<file path="src/rtl/ft600_proto_pkg.sv">
// Protocol constants and FSM encodings for the FT600 register bridge.
// Shared between the FPGA parser and the host-side test model.
package ft600_proto_pkg;

  // Frame markers
  localparam logic [7:0] SYNC_CMD    = 8'hA5;
  localparam logic [7:0] SYNC_RSP    = 8'h5A;

  // Command opcodes (also echoed as response codes on success)
  localparam logic [7:0] OP_WRITE    = 8'h01;
  localparam logic [7:0] OP_READ     = 8'h02;

  // Error response codes
  localparam logic [7:0] RSP_TIMEOUT = 8'hEE;
  localparam logic [7:0] RSP_BADOP   = 8'hFF;

  typedef enum logic [2:0] {
    ST_HUNT     = 3'd0,
    ST_DECODE   = 3'd1,
    ST_GET_ADDR = 3'd2,
    ST_GET_DATA = 3'd3,
    ST_WR_EXEC  = 3'd4,
    ST_RD_WAIT  = 3'd5,
    ST_RESP0    = 3'd6,
    ST_RESP1    = 3'd7
  } state_t;

  // First response word: sync marker followed by the status/op code.
  function automatic logic [15:0] rsp_word(input logic [7:0] code);
    return {SYNC_RSP, code};
  endfunction

endpackage

</file>
<file path="src/rtl/ft600_word_fetch.sv">
// RX FIFO pop handshake: one rx_en pulse per word, data presented one cycle
// later together with a single-cycle word_valid.
module ft600_word_fetch (
  input  logic        clk,
  input  logic        rst,
  input  logic        fetch_en,
  input  logic        rx_empty,
  input  logic [15:0] rx_data,
  output logic        rx_en,
  output logic [15:0] word,
  output logic        word_valid
);

  logic arm_q, arm_d;
  logic pend_q, pend_d;

  // Pop only when data exists and no pop is outstanding; arm_q keeps rx_en
  // low while reset is asserted and for the first edge after release.
  always_comb begin
    rx_en      = arm_q & fetch_en & ~rx_empty & ~pend_q;
    arm_d      = 1'b1;
    pend_d     = rx_en;
    word       = rx_data;
    word_valid = pend_q;
  end

  // Handshake state registers
  always_ff @(posedge clk or negedge rst) begin
    if (!rst) begin
      arm_q  <= 1'b0;
      pend_q <= 1'b0;
    end else begin
      arm_q  <= arm_d;
      pend_q <= pend_d;
    end
  end

endmodule

</file>
<file path="src/rtl/ft600_reg_bridge.sv">
// Command parser between the FT600 bridge FIFOs and a simple register bus.
//
//   state       | meaning
//   ------------+------------------------------------------------------
//   ST_HUNT     | pop words until one carries the A5 sync byte
//   ST_DECODE   | classify the opcode latched from the header
//   ST_GET_ADDR | pop address word; READ issues reg_re on leaving
//   ST_GET_DATA | pop write-data word
//   ST_WR_EXEC  | reg_we high for this single cycle
//   ST_RD_WAIT  | wait for reg_rvalid, bounded by the timeout counter
//   ST_RESP0    | push {5A, code}; held while tx_full
//   ST_RESP1    | push read data (successful READ only); held while tx_full
module ft600_reg_bridge
  import ft600_proto_pkg::*;
#(
  parameter int ADDR_W  = 16,
  parameter int TIMEOUT = 255,
  parameter int ERR_W   = 8
) (
  input  logic              clk,
  input  logic              rst,
  output logic              rx_en,
  input  logic [15:0]       rx_data,
  input  logic              rx_empty,
  output logic              tx_en,
  output logic [15:0]       tx_data,
  input  logic              tx_full,
  output logic [ADDR_W-1:0] reg_addr,
  output logic [15:0]       reg_wdata,
  output logic              reg_we,
  output logic              reg_re,
  input  logic [15:0]       reg_rdata,
  input  logic              reg_rvalid,
  output logic [ERR_W-1:0]  err_count
);

  localparam int CNT_W = (TIMEOUT < 2) ? 1 : $clog2(TIMEOUT + 1);
  localparam logic [CNT_W-1:0] TMO_LOAD = CNT_W'(TIMEOUT);

  state_t            state_q, state_d;
  logic [7:0]        op_q, op_d;
  logic [7:0]        code_q, code_d;
  logic              rd_ok_q, rd_ok_d;
  logic [15:0]       rdata_q, rdata_d;
  logic [CNT_W-1:0]  cnt_q, cnt_d;
  logic [ERR_W-1:0]  err_q, err_d;
  logic [ADDR_W-1:0] addr_q, addr_d;
  logic [15:0]       wdata_q, wdata_d;
  logic              we_q, we_d;
  logic              re_q, re_d;
  logic              err_inc;

  logic              fetch_en;
  logic [15:0]       word;
  logic              word_valid;

  ft600_word_fetch u_fetch (
    .clk        (clk),
    .rst        (rst),
    .fetch_en   (fetch_en),
    .rx_empty   (rx_empty),
    .rx_data    (rx_data),
    .rx_en      (rx_en),
    .word       (word),
    .word_valid (word_valid)
  );

  // Words are requested only in the states that consume them; a pop is never
  // left outstanding on exit because each of these states leaves on word_valid.
  always_comb begin
    fetch_en = (state_q == ST_HUNT) || (state_q == ST_GET_ADDR) ||
               (state_q == ST_GET_DATA);
  end

  // Next-state, strobe and datapath decode
  always_comb begin
    state_d = state_q;
    op_d    = op_q;
    code_d  = code_q;
    rd_ok_d = rd_ok_q;
    rdata_d = rdata_q;
    cnt_d   = cnt_q;
    addr_d  = addr_q;
    wdata_d = wdata_q;
    we_d    = 1'b0;
    re_d    = 1'b0;
    err_inc = 1'b0;

    case (state_q)
      ST_HUNT: begin
        if (word_valid) begin
          if (word[15:8] == SYNC_CMD) begin
            op_d    = word[7:0];
            state_d = ST_DECODE;
          end else begin
            err_inc = 1'b1;
          end
        end
      end

      ST_DECODE: begin
        if ((op_q == OP_WRITE) || (op_q == OP_READ)) begin
          state_d = ST_GET_ADDR;
        end else begin
          code_d  = RSP_BADOP;
          rd_ok_d = 1'b0;
          err_inc = 1'b1;
          state_d = ST_RESP0;
        end
      end

      ST_GET_ADDR: begin
        if (word_valid) begin
          addr_d = word[ADDR_W-1:0];
          if (op_q == OP_READ) begin
            re_d    = 1'b1;
            cnt_d   = TMO_LOAD;
            state_d = ST_RD_WAIT;
          end else begin
            state_d = ST_GET_DATA;
          end
        end
      end

      ST_GET_DATA: begin
        if (word_valid) begin
          wdata_d = word;
          we_d    = 1'b1;
          state_d = ST_WR_EXEC;
        end
      end

      ST_WR_EXEC: begin
        code_d  = OP_WRITE;
        rd_ok_d = 1'b0;
        state_d = ST_RESP0;
      end

      // Down-counter starts at TIMEOUT in the reg_re cycle; reaching zero
      // without rvalid means TIMEOUT cycles have elapsed since the strobe.
      ST_RD_WAIT: begin
        if (reg_rvalid) begin
          rdata_d = reg_rdata;
          code_d  = OP_READ;
          rd_ok_d = 1'b1;
          state_d = ST_RESP0;
        end else if (cnt_q == '0) begin
          code_d  = RSP_TIMEOUT;
          rd_ok_d = 1'b0;
          err_inc = 1'b1;
          state_d = ST_RESP0;
        end else begin
          cnt_d = cnt_q - CNT_W'(1);
        end
      end

      ST_RESP0: begin
        if (!tx_full) begin
          state_d = rd_ok_q ? ST_RESP1 : ST_HUNT;
        end
      end

      ST_RESP1: begin
        if (!tx_full) begin
          state_d = ST_HUNT;
        end
      end

      default: state_d = ST_HUNT;
    endcase

    err_d = err_q;
    if (err_inc && (err_q != '1)) begin
      err_d = err_q + ERR_W'(1);
    end
  end

  // Response push: tx_en follows tx_full in the same cycle so a full FIFO
  // simply stalls the FSM with the word held on tx_data.
  always_comb begin
    tx_en   = ((state_q == ST_RESP0) || (state_q == ST_RESP1)) && !tx_full;
    tx_data = '0;
    if (state_q == ST_RESP0) begin
      tx_data = rsp_word(code_q);
    end else if (state_q == ST_RESP1) begin
      tx_data = rdata_q;
    end
  end

  // Output and state registers
  always_ff @(posedge clk or negedge rst) begin
    if (!rst) begin
      state_q <= ST_HUNT;
      op_q    <= '0;
      code_q  <= '0;
      rd_ok_q <= 1'b0;
      rdata_q <= '0;
      cnt_q   <= '0;
      err_q   <= '0;
      addr_q  <= '0;
      wdata_q <= '0;
      we_q    <= 1'b0;
      re_q    <= 1'b0;
    end else begin
      state_q <= state_d;
      op_q    <= op_d;
      code_q  <= code_d;
      rd_ok_q <= rd_ok_d;
      rdata_q <= rdata_d;
      cnt_q   <= cnt_d;
      err_q   <= err_d;
      addr_q  <= addr_d;
      wdata_q <= wdata_d;
      we_q    <= we_d;
      re_q    <= re_d;
    end
  end

  assign reg_addr  = addr_q;
  assign reg_wdata = wdata_q;
  assign reg_we    = we_q;
  assign reg_re    = re_q;
  assign err_count = err_q;

endmodule

</file>
<file path="config.mk">
export PLATFORM = sky130hd
export DESIGN_NAME = ft600_reg_bridge
export DESIGN_NICKNAME = d
export VERILOG_FILES = /design/src/rtl/ft600_proto_pkg.sv /design/src/rtl/ft600_word_fetch.sv /design/src/rtl/ft600_reg_bridge.sv
export SDC_FILE = /design/constraint.sdc
export NUM_CORES = 1
export LEC_CHECK = 0
export CAP_MARGIN = 20
export CORE_AREA = 3 3 89 91
export DETAILED_ROUTE_END_ITERATION = 10
export DIE_AREA = 0 0 92 94
export HOLD_SLACK_MARGIN = 0.1
export PLACE_DENSITY = 0.89
export SLEW_MARGIN = 20
export SYNTH_ARGS = -nofsm -noshare
export SYNTH_HDL_FRONTEND = slang
export SYNTH_SLANG_ARGS = --single-unit
</file>
<file path="constraint.sdc">
create_clock -name clk -period 3.15 [get_ports clk]
set_input_delay 0.945 -clock clk [delete_from_list [all_inputs] [get_ports clk]]
set_output_delay 0.945 -clock clk [all_outputs]
set_load 0.02 [all_outputs]
</file>
==> results of run 1 <==
-- power groups by stage --
stage	logic (µW)	clock network, µW	registers [µW]
after CTS	1870	739	1710
after global placement	1810	0	1700
after detailed placement	1860	0	1730
final	1850	730	1720
after global routing	1990	780	1760
after floorplan	769	0	1980
-- registers in the layout (all words and copies together), names as in the netlist --
register / flops
cnt_q: 8
code_q: 4
err_count: 8
op_q: 8
rd_ok_q: 1
rdata_q: 16
reg_addr: 16
reg_re: 1
reg_wdata: 16
reg_we: 1
state_q: 3
u_fetch.arm_q: 1
u_fetch.word_valid: 1
-- worst max path at each step --
stage / start / end / slack, ps / cells after the start
final: tx_full / tx_en / 120 / 3
after global routing: rx_empty / rx_en / 20 / 3
after CTS: tx_full / tx_en / 120 / 3
after detailed placement: rx_empty / rx_en / -150 / 3
after global placement: rx_empty / rx_en / -110 / 3
after floorplan: rx_empty / rx_en / 500 / 1
-- final cells by class --
type,count,share of cell area
clock buffers,11,0.0259
clock inverters,4,0.0101
inverters,8,0.00593
multi-input cells,203,0.315
flip-flops and latches,84,0.415
well taps,99,0.0245
repair buffers,104,0.203
-- metal layers --
metal  up-vias  share of wire
met1      1380           0.44
met5         -              0
li1       1305              -
met3        10          0.055
met2        75           0.49
met4         0          0.015
-- critical path, stage by stage --
cell,delay (ps)
sky130_fd_sc_hd__clkdlybuf4s50_1,420
sky130_fd_sc_hd__nor2_1,100
sky130_fd_sc_hd__clkdlybuf4s50_1,610
-- synth_stat cells, drive strengths merged, types with 2 or more instances --
cell,n
nand3,3
nand2,18
inv,8
nand4bb,2
o22a,5
or4bb,2
nor2b,5
and2,2
dfrtp,84
and3,9
nand2b,2
nor4,2
o41ai,2
a311oi,3
a21oi,18
mux2i,3
nor2,21
buf,5
nor3,6
o21a,4
mux2,57
nand4,3
clkbuf,8
xnor2,6
ha,3
o21ai,7
nor3b,2
or4,2
-- through the flow --
| stage | hold slack, ps | std cells | setup TNS (ps) | util |
|---|---|---|---|---|
| floorplan | 459 | 308 | 0 | - |
| global placement | 472 | 498 | -112 | 0.677 |
| detailed placement | 489 | 498 | -145 | 0.677 |
| CTS | 506 | 513 | 0 | 0.702 |
| global route | 511 | 513 | 0 | 0.702 |
| finish | 506 | 513 | 0 | 0.702 |
-- what timing repair did --
item	in CTS	in global routing
resized for setup	1	0
hold buffers	0	0
endpoints found under the setup margin	1	0
-- cell families (layout without fill, tap and decap cells) --
family / Yosys count / after routing / synth area share
and+or+nand+nor: 84 / 84 / 0.122
adders and majority gates: 3 / 3 / 0.00992
buffers and inverters: 21 / 127 / 0.0225
AOI/OAI and AO/OA: 48 / 48 / 0.0946
xor gates and xnor gates: 7 / 7 / 0.0162
other: 1 / 1 / 0.000991
muxes: 60 / 60 / 0.179
DFF: 84 / 84 / 0.555
-- placed cells by master, fill, tap and decap left out, types with 2 or more instances in the layout --
| cell type | netlist | final |
|---|---|---|
| sky130_fd_sc_hd__nor2b_1 | 5 | 5 |
| sky130_fd_sc_hd__or4bb_1 | 2 | 2 |
| sky130_fd_sc_hd__nand3_1 | 3 | 3 |
| sky130_fd_sc_hd__nor2_1 | 21 | 21 |
| sky130_fd_sc_hd__nand4bb_1 | 2 | 2 |
| sky130_fd_sc_hd__nand2_1 | 18 | 18 |
| sky130_fd_sc_hd__mux2_2 | 56 | 56 |
| sky130_fd_sc_hd__and3_1 | 9 | 9 |
| sky130_fd_sc_hd__nor3_1 | 6 | 6 |
| sky130_fd_sc_hd__nand4_1 | 3 | 3 |
| sky130_fd_sc_hd__a21oi_1 | 18 | 18 |
| sky130_fd_sc_hd__o21ai_0 | 6 | 6 |
| sky130_fd_sc_hd__nor3b_1 | 2 | 2 |
| sky130_fd_sc_hd__o22a_1 | 5 | 5 |
| sky130_fd_sc_hd__mux2i_1 | 3 | 3 |
| sky130_fd_sc_hd__clkdlybuf4s50_1 | 0 | 94 |
| sky130_fd_sc_hd__and2_1 | 2 | 2 |
| sky130_fd_sc_hd__xnor2_1 | 6 | 6 |
| sky130_fd_sc_hd__dfrtp_1 | 84 | 84 |
| sky130_fd_sc_hd__o21a_1 | 4 | 4 |
| sky130_fd_sc_hd__nand2b_1 | 2 | 2 |
| sky130_fd_sc_hd__ha_1 | 3 | 3 |
| sky130_fd_sc_hd__a311oi_1 | 3 | 3 |
| sky130_fd_sc_hd__buf_4 | 0 | 8 |
| sky130_fd_sc_hd__clkbuf_1 | 8 | 2 |
| sky130_fd_sc_hd__inv_1 | 8 | 8 |
| sky130_fd_sc_hd__clkbuf_8 | 0 | 9 |
==> results.cfg, run 1 <==
[cells_and_area]
multi_input_area_um2 = 1600
finalNetCount = 450
final.fill_count = 548
layout-area-overhead-vs-synth_pct = 33.9
finish.instance_area_um2 = 5070
drive_gt1_frac = 0.205
antenna_cells_inserted = 0
ff_latch_area_um2 = 2100

[synthesis]
postSynthRegisterBits = 84
synth_area_per_cell_um2 = 12.3
yosys.area.top_type = sky130_fd_sc_hd__dfrtp_1
synth_seq_area_share = 0.555
synth_enable_flop_cells = 0
netlist_instances = 308
post_synthesis_cell_area_um2 = 3780
ys.flop_type = sky130_fd_sc_hd__dfrtp_1
synth_cell_types = 49
synth-warning-count = 0
mappedNetlistNets = 348
synth_top_cell_area_share = 0.555
fraction_of_registers_with_async_set_reset = 1.00
synth_area_leaders = sky130_fd_sc_hd__dfrtp_1 (56%), sky130_fd_sc_hd__mux2_2 (17%), sky130_fd_sc_hd__a21oi_1 (2.4%), sky130_fd_sc_hd__nor2_1 (2.1%), sky130_fd_sc_hd__nand2_1 (1.8%)

[sta]
drv_slew = 0
max_freq_mhz = 330
final_cycle_share = 0.962
timing.clock.skew_ps = 9.94
hold_fails_final_rpt = 0
number_of_failing_setup_endpoints_in_the_final_timing_report = 0
remaining_max_slew_budget_at_the_tightest_pin = 0.412
timing.final.crit_period_ps = 3030
rsz0062_at_grt = no
finalWorstSetupSlack_ps = 121
timing_worst_slew_pin_value_ps = 879

[clock_tree]
tritoncts = yes
clock-root-buffer = sky130_fd_sc_hd__clkbuf_8
tritoncts_num_sinks = 84
postCtsSetupBuffers = 0
cts.htree.levels = 3
worstSkewPairLatency_ps = 350
clockBufferDepth = 2
clk_pin_slew_ps = 90
cts_buffers = 9

[die]
initial_core_utilization = 0.525
die_span_y_um = 94
core-area_um2 = 7210
placementRows = 31
area_enclosed_by_the_die_boundary_um2 = 8650
floorplan.io_pins = 97
die_w_um = 92

[setup_path]
worst_r2r_startpoint = state_q[2]
cp_data_required_time_ps = 2200
setup.worst_path.class = in -> out
crit_arrival_ps = 2080
ff2ff_setup_slack_ps = 1020
critical_path_peak_fanout = 2
critPathLaunchType = input pin
ff2ff_path_depth = 4
capture_point_of_the_worst_reg_to_reg_path = reg_wdata[13]
timing.critical_path.to_type = output port

[grt]
gr-usage-met3 = 0.0481
grt_antenna_before_repair = 0
grtUsageMet1 = 0.238
grt_pass1_vias = 2815
grt_first_pass_wirelength_um = 13200
grt_busiest_layer = met2
globalRouteOverflowTotal = 0
global_route.usage.total = 0.192
largest_net_degree_at_the_start_of_global_routing = 44
groute.layer.met2.usage = 0.325

[route]
wl_per_cell_um = 15.7
routed_wl_um = 8070
drc_errors = 0
drt_pass1_iterations = 5
final_antenna_net_count = 0
vias = 2770
initialDrtViolationCount = 174
avgViaCountPerCell = 5.40

[min_path]
hp-class = reg -> reg
hold-path-endpoint = rdata_q[15]
min_from = rdata_q[15]
worstHoldPathCells = 1

[power]
power.combinational.fraction = 0.430
p_leak_uw = 0.00219
switching_power_uw = 1510
net_switching_fraction_of_the_power = 0.353
ir_drop_mv = 0.744
power_frac_clock = 0.170
cellInternalPower_uw = 2780
totalPowerFinal_uw = 4290
power_density_nw_per_um2 = 847
power.share.sequential = 0.400

[job]
drv_cap = 0

[place]
post_dp_hpwl_um = 5860
detailedPlace.worstSlack_ps = -145
placed_cell_area_um2 = 4880
io_buffer_count = 96
gp_routability_congestion = 0.826

[outcome]
status = finished clean
Power figures use the tool's default switching activity.
==> run 2, diff against run 1 <==
--- a/config.mk
+++ b/config.mk
@@ -6,5 +6,4 @@
 export NUM_CORES = 1
 export LEC_CHECK = 0
-export CAP_MARGIN = 20
 export CORE_AREA = 3 3 89 91
 export DETAILED_ROUTE_END_ITERATION = 10
@@ -12,4 +11,5 @@
 export HOLD_SLACK_MARGIN = 0.1
 export PLACE_DENSITY = 0.89
+export SETUP_SLACK_MARGIN = 0.15
 export SLEW_MARGIN = 20
 export SYNTH_ARGS = -nofsm -noshare
==> constraint.sdc (replaced) <==
create_clock -name clk -period 3.15 [get_ports clk]
set_input_delay 0.7875 -clock clk [delete_from_list [all_inputs] [get_ports clk]]
set_output_delay 0.7875 -clock clk [all_outputs]
set_load 0.02 [all_outputs]
==> results.cfg, run 2 (synthesis gave the netlist of run 1 again) <==
[sta]
drv_slew = 0
timing_worst_slew_pin_value_ps = 868
final_cycle_share = 0.914
hold_fails_final_rpt = 0
max_freq_mhz = 347
rsz0062_at_grt = no
number_of_failing_setup_endpoints_in_the_final_timing_report = 0
timing.clock.skew_ps = 9.36
setup_tns_ps = 0
timing.final.crit_period_ps = 2880
remaining_max_slew_budget_at_the_tightest_pin = 0.420

[place]
io_buffer_count = 96
post-place-cells = 495
post_dp_hpwl_um = 6000
gp_routability_congestion = 0.804

[route]
initialDrtViolationCount = 135
wl_per_cell_um = 16.1
vias = 2822
final_antenna_net_count = 0
drt_pass1_iterations = 4
drc_errors = 0
routed_wl_um = 8220
avgViaCountPerCell = 5.52

[clock_tree]
holdBufCountCts = 0
tritoncts = yes
postCtsSetupBuffers = 0
worstSkewPairLatency_ps = 360
cts.htree.levels = 3
clk_pin_slew_ps = 90
tritoncts_num_sinks = 84
cts_buffers = 9
clockBufferDepth = 2
clock-root-buffer = sky130_fd_sc_hd__clkbuf_8

[cells_and_area]
final.fill_count = 521
layout-area-overhead-vs-synth_pct = 33.3
mostFrequentLayoutCell = sky130_fd_sc_hd__clkdlybuf4s50_1
layout_common_cells = sky130_fd_sc_hd__clkdlybuf4s50_1 (94), sky130_fd_sc_hd__dfrtp_1 (84), sky130_fd_sc_hd__mux2_2 (56)
drive_gt1_frac = 0.209
antenna_cells_inserted = 0
finalNonFillerCells = 511
finalNetCount = 447

[power]
p_leak_uw = 0.00217
net_switching_fraction_of_the_power = 0.361
power_density_nw_per_um2 = 845
power_frac_clock = 0.163
cellInternalPower_uw = 2720
power.share.sequential = 0.405
ir_drop_mv = 0.515
power.combinational.fraction = 0.433
switching_power_uw = 1540

[die]
placementRows = 31
die_w_um = 92
initial_core_utilization = 0.525
core-area_um2 = 7210
die_span_y_um = 94
floorplan.io_pins = 97
area_enclosed_by_the_die_boundary_um2 = 8650

[setup_path]
setup.worst_path.class = reg -> out
worst_r2r_startpoint = state_q[2]
capture_point_of_the_worst_reg_to_reg_path = reg_wdata[8]
ff2ff_setup_slack_ps = 920
crit_arrival_ps = 2090
ff2ff_path_depth = 4
timing.critical_path.to_type = output port
critical_path_peak_fanout = 25
cp_data_required_time_ps = 2360
critPathLaunchType = flip-flop

[min_path]
hp-class = in -> async

[grt]
grt_antenna_before_repair = 0
grt_first_pass_wirelength_um = 13800
globalRouteOverflowTotal = 0
grt_pass1_vias = 2935
global_route.usage.total = 0.201
largest_net_degree_at_the_start_of_global_routing = 85

[job]
drv_cap = 0

[outcome]
status = finished clean
run 2: changes by cell type in the layout (fill, tap and decap cells not counted), sizes merged:
cell and delta:
bufinv -1, dlymetal6s2s +1, clkinvlp +3, clkinv -1
dlygate4sd2 -1, buf -3
run 2: power groups by stage:
stage / clock network [µW] / registers [µW] / logic [µW]
after global placement: 0 / 1710 / 1800
after detailed placement: 0 / 1750 / 1850
after global routing: 762 / 1770 / 1980
final: 694 / 1720 / 1840
after floorplan: 0 / 1980 / 769
after CTS: 715 / 1730 / 1870
run 2: per-layer routing:
layer | track usage | share of wire
met1 | 0.250 | 0.40
met2 | 0.333 | 0.51
met3 | 0.0601 | 0.068
met4 | 0.0755 | 0.016
met5 | 0 | 0
run 2: worst max-delay path by stage:
stage,cells after the start,from,endpoint
floorplan,4,state_q[2],rx_en
global placement,3,rx_empty,rx_en
detailed placement,3,rx_empty,rx_en
CTS,3,rx_empty,rx_en
global route,5,state_q[0],tx_data[3]
finish,5,state_q[0],tx_data[7]
run 2: metrics by stage:
step           worst slack, ps   util  hold slack [ps]  area (µm²)  total power (µW)
2_1_floorplan              744      -              459        3780              2750
3_3_place_gp               204  0.672              471        4850              3510
3_5_place_dp               192  0.672              491        4850              3600
4_1_cts                    162  0.697              511        5030              4310
5_1_grt                    165  0.699              507        5040              4520
6_report                   271  0.699              429        5040              4260
run 2: worst max-delay path, stage by stage (launching register included):
cell                              delay, ps
sky130_fd_sc_hd__dfrtp_1                390
sky130_fd_sc_hd__buf_4                  220
sky130_fd_sc_hd__clkinvlp_4             170
sky130_fd_sc_hd__nand2_1                150
sky130_fd_sc_hd__a21oi_1                180
sky130_fd_sc_hd__clkdlybuf4s50_1        630
run 2: layout make-up:
cell class | instances | area (µm²) | share of cell area
Sequential cell | 84 | 2100 | 0.417
Multi-Input combinational cell | 203 | 1600 | 0.318
Timing Repair Buffer | 101 | 1000 | 0.199
Clock buffer | 11 | 141 | 0.0280
Tap cell | 99 | 124 | 0.0246
Clock inverter | 5 | 36.3 | 0.00719
Inverter | 8 | 33.8 | 0.00670
run 2: timing repair:
item / CTS / global route
resized for setup: 1 / 2
endpoints found under the setup margin: 1 / 1
hold endpoints to repair: 0 / 0
==> run 3, diff against run 2 <==
- REMOVE_ABC_BUFFERS: default -> 1
- clock period: 3.15 -> 3.35 ns (I/O delays scaled with it)
==> results.cfg, run 3 (synthesis gave the netlist of run 1 again) <==
[route]
vias = 2813
avgViaCountPerCell = 5.52
routed_wl_um = 8360
final_antenna_net_count = 0
drt_pass1_iterations = 4
drc_errors = 0
initialDrtViolationCount = 135
wl_per_cell_um = 16.4

[cells_and_area]
antenna_cells_inserted = 0
drive_gt1_frac = 0.204
layout-area-overhead-vs-synth_pct = 34.0
finish.utilization = 0.703
finalNonFillerCells = 510
final.fill_count = 533
layout_common_cells = sky130_fd_sc_hd__clkdlybuf4s50_1 (95), sky130_fd_sc_hd__dfrtp_1 (83), sky130_fd_sc_hd__mux2_2 (56)
mostFrequentLayoutCell = sky130_fd_sc_hd__clkdlybuf4s50_1
finalNetCount = 446

[grt]
global_route.usage.total = 0.196
globalRouteOverflowTotal = 0
grt_pass1_vias = 2768
grt_antenna_before_repair = 0
grt_first_pass_wirelength_um = 13300
largest_net_degree_at_the_start_of_global_routing = 85

[die]
core-area_um2 = 7210
initial_core_utilization = 0.525
die_w_um = 92
placementRows = 31
area_enclosed_by_the_die_boundary_um2 = 8650
floorplan.io_pins = 97
die_span_y_um = 94

[sta]
hold_fails_final_rpt = 0
setup_tns_ps = 0
number_of_failing_setup_endpoints_in_the_final_timing_report = 0
max_freq_mhz = 323
rsz0062_at_grt = no
final_cycle_share = 0.924
finalWorstSetupSlack_ps = 254
timing_worst_slew_pin_value_ps = 885
timing.final.crit_period_ps = 3100
timing.clock.skew_ps = 7.62
drv_slew = 0
remaining_max_slew_budget_at_the_tightest_pin = 0.409

[power]
cellInternalPower_uw = 2650
power_density_nw_per_um2 = 808
switching_power_uw = 1440
net_switching_fraction_of_the_power = 0.352
p_leak_uw = 0.00217
power.share.sequential = 0.398
power.combinational.fraction = 0.422
power_frac_clock = 0.180
ir_drop_mv = 0.512

[clock_tree]
tritoncts_num_sinks = 84
cts.htree.levels = 3
clockBufferDepth = 2
tritoncts = yes
cts_buffers = 9
worstSkewPairLatency_ps = 350
clk_pin_slew_ps = 80
postCtsSetupBuffers = 0
clock-root-buffer = sky130_fd_sc_hd__clkbuf_8

[setup_path]
worst_r2r_startpoint = op_q[3]
cp_data_required_time_ps = 2510
setup.worst_path.class = in -> out
ff2ff_path_depth = 5
crit_arrival_ps = 2260
timing.critical_path.to_type = output port
ff2ff_setup_slack_ps = 1180
capture_point_of_the_worst_reg_to_reg_path = code_q[6]
critical_path_peak_fanout = 2
critPathLaunchType = input pin
cp-startpoint = rx_empty
setup.worst_path.end = rx_en

[outcome]
status = finished clean

[place]
post_dp_hpwl_um = 5780
gp_routability_congestion = 0.777
detailedPlace.worstSlack_ps = 203
post-place-cells = 493
io_buffer_count = 96

[job]
drv_cap = 0

[min_path]
hp-class = in -> async
run 3: critical path, stage by stage:
cell                              delay, ps
sky130_fd_sc_hd__clkdlybuf4s50_1        420
sky130_fd_sc_hd__nor4bb_2               330
sky130_fd_sc_hd__clkdlybuf4s50_1        670
run 3: area by class of cell:
class                           count  area, µm²  area share
Clock buffer                       13        159      0.0313
Tap cell                           99        124      0.0244
Inverter                            8       30.0     0.00592
Sequential cell                    84       2100       0.415
Multi-Input combinational cell    203       1600       0.316
Clock inverter                      3       45.0     0.00888
Timing Repair Buffer              100       1010       0.199
run 3: how the worst min path moves through the flow:
stage | startpoint | to | slack [ps] | depth (start not counted)
final | rst | reg_wdata[4] | 360 | 1
after global routing | rst | reg_addr[5] | 370 | 1
after CTS | code_q[1] | code_q[1] | 510 | 1
after detailed placement | rdata_q[8] | rdata_q[8] | 490 | 1
after global placement | code_q[4] | code_q[4] | 480 | 1
after floorplan | code_q[1] | code_q[1] | 460 | 1
run 3: power by group through the flow:
stage / clock network (µW) / logic, µW / registers (µW)
finish: 736 / 1730 / 1630
global route: 778 / 1850 / 1690
CTS: 743 / 1740 / 1630
detailed placement: 0 / 1730 / 1640
global placement: 0 / 1690 / 1610
floorplan: 0 / 650 / 1910
run 3: routing by layer:
layer | global-route usage | wire, µm | vias up | part of all wire
met4 | 0.0743 | 116 | 0 | 0.014
met3 | 0.0665 | 673 | 9 | 0.081
met2 | 0.316 | 4060 | 108 | 0.49
li1 | - | - | 1310 | -
met5 | 0 | 0 | - | 0
met1 | 0.246 | 3510 | 1386 | 0.42
run 3: per-stage QoR:
step | hold WS, ps | instance area, µm² | power [µW]
2_1_floorplan | 459 | 3730 | 2560
5_1_grt | 368 | 5070 | 4320
6_report | 363 | 5070 | 4100
4_1_cts | 506 | 5040 | 4110
3_5_place_dp | 488 | 4830 | 3370
3_3_place_gp | 479 | 4830 | 3300
run 3: what timing repair did:
item	in CTS	in global routing
endpoints found under the setup margin	0	5
hold buffers	0	0
gates resized for setup	0	2
